==> config.mk <==
export PLATFORM = sky130hd
export DESIGN_NAME = iterative_muldiv
export DESIGN_NICKNAME = d
export VERILOG_FILES = /design/src/rtl/iterative_muldiv.sv
export SDC_FILE = /design/constraint.sdc
export NUM_CORES = 1
export LEC_CHECK = 0
export ABC_AREA = 0
export CAP_MARGIN = 0
export CORE_MARGIN = 10
export CORE_UTILIZATION = 35
export CTS_BUF_LIST = sky130_fd_sc_hd__clkbuf_4
export DETAILED_ROUTE_END_ITERATION = 6
export PLACE_DENSITY = 0.61
export REMOVE_ABC_BUFFERS = 1
export SYNTH_ARGS = -nofsm -noshare
export SYNTH_HDL_FRONTEND = slang
export SYNTH_SLANG_ARGS = --single-unit
==> constraint.sdc <==
create_clock -name clk -period 6.03 [get_ports clk]
set_input_delay 1.5075 -clock clk [delete_from_list [all_inputs] [get_ports clk]]
set_output_delay 1.5075 -clock clk [all_outputs]
set_load 0.02 [all_outputs]
==> src/rtl/iterative_muldiv.sv <==
`default_nettype none
// ============================================================================
// Module   : iterative_muldiv
// Purpose  : Multi-cycle UMUL/SMUL/UDIV/SDIV unit (shift-add / restoring div).
//            Optional macro MULDIV_EARLY_OUT_EN ends MUL iterations early.
// Revision : 1.0  initial release
// ============================================================================
module iterative_muldiv #(
    parameter int WIDTH  = 32,
    parameter int ADDR_W = 5,
    parameter int CNT_W  = 6
) (
    input  logic              clk,
    input  logic              reset,
    input  logic              start,
    input  logic [1:0]        op,
    input  logic [WIDTH-1:0]  rs1_data,
    input  logic [WIDTH-1:0]  rs2_data,
    input  logic [ADDR_W-1:0] rd,
    output logic              busy,
    output logic              done,
    output logic              div_zero,
    output logic [ADDR_W-1:0] wb_rd,
    output logic [WIDTH-1:0]  wb_data,
    output logic              wb_ld,
    output logic [WIDTH-1:0]  y_out
);

    typedef enum logic [1:0] {
        IDLE = 2'd0,
        RUN  = 2'd1,
        FIX  = 2'd2
    } state_t;

    state_t              state, state_nxt;
    logic [1:0]          op_q;
    logic [ADDR_W-1:0]   rd_q;
    logic                sign_res, sign_rem, dz;
    logic [CNT_W-1:0]    cnt;
    // MUL: acc = partial product, addend = shifted multiplicand, bits = multiplier.
    // DIV: acc[WIDTH-1:0] = remainder, addend[WIDTH-1:0] = divisor, bits = quotient.
    logic [2*WIDTH-1:0]  acc, addend;
    logic [WIDTH-1:0]    bits;

    logic                a_neg, b_neg, start_dz, last_iter;
    logic [WIDTH-1:0]    a_mag, b_mag;
    logic [WIDTH:0]      rem_sh, diff;
    logic [2*WIDTH-1:0]  mul_res;
    logic [WIDTH-1:0]    quo_res, rem_res;

    assign a_neg    = op[0] & rs1_data[WIDTH-1];
    assign b_neg    = op[0] & rs2_data[WIDTH-1];
    assign a_mag    = a_neg ? -rs1_data : rs1_data;
    assign b_mag    = b_neg ? -rs2_data : rs2_data;
    assign start_dz = op[1] && (rs2_data == '0);

    assign rem_sh   = {acc[WIDTH-1:0], bits[WIDTH-1]};
    assign diff     = rem_sh - {1'b0, addend[WIDTH-1:0]};

`ifdef MULDIV_EARLY_OUT_EN
    assign last_iter = (cnt == CNT_W'(WIDTH - 1)) ||
                       (!op_q[1] && ((bits >> 1) == '0));
`else
    assign last_iter = (cnt == CNT_W'(WIDTH - 1));
`endif

    assign mul_res = sign_res ? -acc : acc;
    assign rem_res = sign_rem ? -acc[WIDTH-1:0] : acc[WIDTH-1:0];

    always_comb begin
        quo_res = sign_res ? -bits : bits;
        // Only the most-negative / -1 SDIV case yields a positive quotient with the top bit set.
        if (op_q == 2'b11 && !sign_res && bits[WIDTH-1])
            quo_res = {1'b0, {(WIDTH-1){1'b1}}};
    end

    always_ff @(posedge clk) begin
        if (reset) state <= IDLE;
        else       state <= state_nxt;
    end

    always_comb begin
        state_nxt = state;
        case (state)
            IDLE:    if (start) state_nxt = start_dz ? FIX : RUN;
            RUN:     if (last_iter) state_nxt = FIX;
            FIX:     state_nxt = IDLE;
            default: state_nxt = IDLE;
        endcase
    end

    assign busy = (state != IDLE);

    always_ff @(posedge clk) begin
        if (reset) begin
            op_q     <= '0;
            rd_q     <= '0;
            sign_res <= 1'b0;
            sign_rem <= 1'b0;
            dz       <= 1'b0;
            cnt      <= '0;
            acc      <= '0;
            addend   <= '0;
            bits     <= '0;
            done     <= 1'b0;
            div_zero <= 1'b0;
            wb_ld    <= 1'b0;
            wb_rd    <= '0;
            wb_data  <= '0;
            y_out    <= '0;
        end else begin
            done     <= 1'b0;
            div_zero <= 1'b0;
            wb_ld    <= 1'b0;
            case (state)
                IDLE: begin
                    if (start) begin
                        op_q     <= op;
                        rd_q     <= rd;
                        sign_res <= a_neg ^ b_neg;
                        sign_rem <= a_neg;
                        dz       <= start_dz;
                        cnt      <= '0;
                        if (op[1]) begin
                            acc    <= '0;
                            addend <= {{WIDTH{1'b0}}, b_mag};
                            bits   <= a_mag;
                        end else begin
                            acc    <= '0;
                            addend <= {{WIDTH{1'b0}}, a_mag};
                            bits   <= b_mag;
                        end
                    end
                end
                RUN: begin
                    cnt <= cnt + 1'b1;
                    if (op_q[1]) begin
                        if (!diff[WIDTH]) begin
                            acc[WIDTH-1:0] <= diff[WIDTH-1:0];
                            bits           <= {bits[WIDTH-2:0], 1'b1};
                        end else begin
                            acc[WIDTH-1:0] <= rem_sh[WIDTH-1:0];
                            bits           <= {bits[WIDTH-2:0], 1'b0};
                        end
                    end else begin
                        if (bits[0]) acc <= acc + addend;
                        addend <= addend << 1;
                        bits   <= bits >> 1;
                    end
                end
                FIX: begin
                    done     <= 1'b1;
                    div_zero <= dz;
                    if (!dz) begin
                        wb_rd <= rd_q;
                        wb_ld <= (rd_q != '0);
                        if (op_q[1]) begin
                            wb_data <= quo_res;
                            y_out   <= rem_res;
                        end else begin
                            wb_data <= mul_res[WIDTH-1:0];
                            y_out   <= mul_res[2*WIDTH-1:WIDTH];
                        end
                    end
                end
                default: ;
            endcase
        end
    end

endmodule
`default_nettype wire

==> flow_summary.ini <==
[outcome]
status = finished, final reports clean

[global_routing]
use_met3_pct = 3.33
antenna_found_initial = 3
track_usage_pct = 21.2
grt_start_max_net_pins = 143
grt_remaining_overflow = 0
grt_pass1_vias = 19700
grt_pass1_wl_um = 114000
use_met1_pct = 27.2
grtUsageMet2_pct = 34.3
busiest_layer = met2

[synthesis]
synth_edf_count = 0
avgSynthCellArea_um2 = 7.37
ys_seq_area_share_pct = 25.1
synth_cell_types = 76
synthTopCellsByArea = dfxtp_1, xnor2_1, a21oi_1
synth_area_um2 = 20000
synth_warnings = 0
ys_ff_latch = 250
synth_flop_cell = dfxtp_1
synth_top_area_share_pct = 25.1
synthTopCellsByCount = nand2_1, a21oi_1, dfxtp_1
syn_inst = 2710
async_reset_ff_share_pct = 0
synth.most_common_cell = nand2_1
yosysTopAreaCell = dfxtp_1

[timing]
slew_headroom_pct = 11.8
timing.final.ws_setup_ns = 1.28
min_period_ns = 4.75
rsz0062_at_grt = no
setup_viol = 0
achievable-frequency_ghz = 0.210
slew_violations = 0
hold_violations = 0
fin_worst_skew_ns = 0.110
worst_slew_pin_slew_ns = 1.32
fin_crit_sh_pct = 78.8

[cts]
postCtsSetupRepairBufs = 0
cts_tree = done
root_buffer = clkbuf_4
clk_pin_slew_ns = 0.06
cts.sink_count = 250
worstSkewPairLatency_ns = 0.89
hold_buffers = 0
cts_resized = 0
clock_path_buffers = 3
ctsHtreeMaxLevel = 3
numCtsBuffers = 76

[setup_path]
endpoint = y_out[28]
r2r_slack_ns = 1.28
crit_path_start = acc[1]
critPathRequiredTime_ns = 6.77
r2r_cells = 13
worstPathArrival_ns = 5.49
cp-start-kind = register
critPathMaxStageDelay_ns = 0.55
critical_path.slowest_cell = or4_1
r2r_start = acc[1]
cp.depth = 13
path_cells = inv_1, ha_1, or3b_2, or4_4, or3_4, or2_4, nand2b_2, or4_1, or3_1, o41ai_1, xnor2_1, o211ai_1, a21oi_1
critical_path.top_delay_family = simple AND/OR/NAND/NOR gates
critPathBufInv = 1
crit_path_end_kind = register
reg2reg_to = y_out[28]
cp_max_fo = 8
critPathKind = reg2reg

[layout]
fillers = 5786
layout.cells.non_filler = 3575
finalNetCount = 2939
fin_area_um2 = 22800
finalCoreUtilization_pct = 40.4
area_delta_synth_final_pct = 14.4
drive_above_1_share_pct = 6.89

[routing]
routedWlPerCell_um = 20.6
drc = 0
ant_nets = 0
routed_via_density = 5.84
drt_iter0_drc = 1858
routed_wl_um = 73600
vias = 20900
dr.pass1.iters = 6

[pwr]
ir_drop_v = 0.0000927
p_seq_share_pct = 37.4
switching_power_w = 0.00182
pwr-share-comb_pct = 27.9
clockPowerShare_pct = 34.8
swShare_pct = 37.1
power_density_nw_per_um2 = 215
p_int_w = 0.00308
leakage_nw = 8.62

[min_path]
hold_start = y_out[24]
hp-class = reg2reg

[floorplan]
rows = 87
die_h_um = 259
die_width_um = 259
ios = 147
initial_core_util_pct = 35.4
die-area_um2 = 67000
fp.coreArea_um2 = 56500

[placed_design]
pre_cts_slack_ns = 0.973
portBuffers = 146
hpwl_um = 55300
globalplace.congestion = 0.985
placed_cells = 3441
placed_area_um2 = 21900

[job]
cap_violations = 0
## area by class of cell
cell class | count | area (um2) | area share [%]
diodes | 5 | 12.5 | 0.0548
well taps | 756 | 946 | 4.14
clock inverters | 30 | 191 | 0.838
repair buffers | 174 | 1680 | 7.35
clock buffers | 99 | 743 | 3.25
multi-input cells | 2186 | 14000 | 61.2
flip-flops and latches | 250 | 5010 | 21.9
inverters | 75 | 282 | 1.23
## registers in the layout, summed over array words and instances (netlist names)
register / count
acc: 64
addend: 64
bits: 32
wb_data: 32
y_out: 32
cnt: 6
rd_q: 5
wb_rd: 5
op_q: 2
state: 2
div_zero: 1
done: 1
dz: 1
sign_rem: 1
sign_res: 1
wb_ld: 1
## cell families (layout without fill, tap and decap cells)
kind of cell    after synthesis  after routing  share of synthesized area, %
compound gates              901            901                          28.5
simple gates                856            856                          19.9
buf+inv                     274            378                          5.26
xor+xnor                    253            253                          11.1
flops                       250            250                          25.1
fa+ha+maj                   102            102                          6.46
mux                          74             74                          3.79
other cells                   0              5                             0
## worst min-delay path by stage
stage	end	slack [ns]	cells after the start
2_1_floorplan	op_q[0]	0.43	2
3_3_place_gp	y_out[30]	0.43	2
3_5_place_dp	y_out[24]	0.44	2
4_1_cts	y_out[3]	0.45	2
5_1_grt	y_out[10]	0.47	2
6_report	y_out[24]	0.45	2
## worst register-to-register path: stages (launching register included)
cell	delay, ns
dfxtp_1	0.41
inv_1	0.16
ha_1	0.23
or3b_2	0.52
or4_4	0.51
or3_4	0.39
or2_4	0.28
nand2b_2	0.23
or4_1	0.55
or3_1	0.46
o41ai_1	0.45
xnor2_1	0.17
o211ai_1	0.10
a21oi_1	0.17
## power by group through the flow
stage / Clock, W / Combinational, W / Sequential (W)
final: 0.00171 / 0.00137 / 0.00183
after global routing: 0.00184 / 0.00150 / 0.00184
after CTS: 0.00176 / 0.00134 / 0.00183
after detailed placement: 0 / 0.00134 / 0.00187
after global placement: 0 / 0.00132 / 0.00187
after floorplan: 0 / 0.000902 / 0.00184
## per-layer routing
layer / wire length [um] / up-vias
met1: 32200 / 9994
li1: - / 9958
met5: 0 / -
met2: 34000 / 747
met3: 4400 / 169
met4: 3050 / 0
## metrics by stage
stage | power, W | hold slack [ns] | TNS, ns
final | 0.00491 | 0.447 | 0
after global routing | 0.00518 | 0.471 | 0
after CTS | 0.00494 | 0.454 | 0
after detailed placement | 0.00320 | 0.444 | 0
after global placement | 0.00318 | 0.430 | 0
after floorplan | 0.00274 | 0.430 | -95.36
## cells in the final DEF, fill, tap and decap left out, types with 15 or more instances in the layout
cell	instances
a211oi_1	63
a21o_1	32
a21oi_1	294
a221oi_1	18
a22oi_1	54
a31oi_1	17
and2_1	20
and3_1	30
buf_4	27
clkbuf_4	99
clkdlybuf4s50_1	144
clkinv_1	18
dfxtp_1	248
ha_1	100
inv_1	74
mux2i_1	70
nand2_1	350
nand3_1	35
nand4_1	19
nor2_1	204
nor2b_1	16
nor3_1	52
nor4_1	15
o211ai_1	48
o21ai_0	204
o221ai_1	29
o31ai_1	33
or2_2	17
or3_1	31
or4_1	25
xnor2_1	171
xor2_1	80
(Power assumes the default switching activity.)
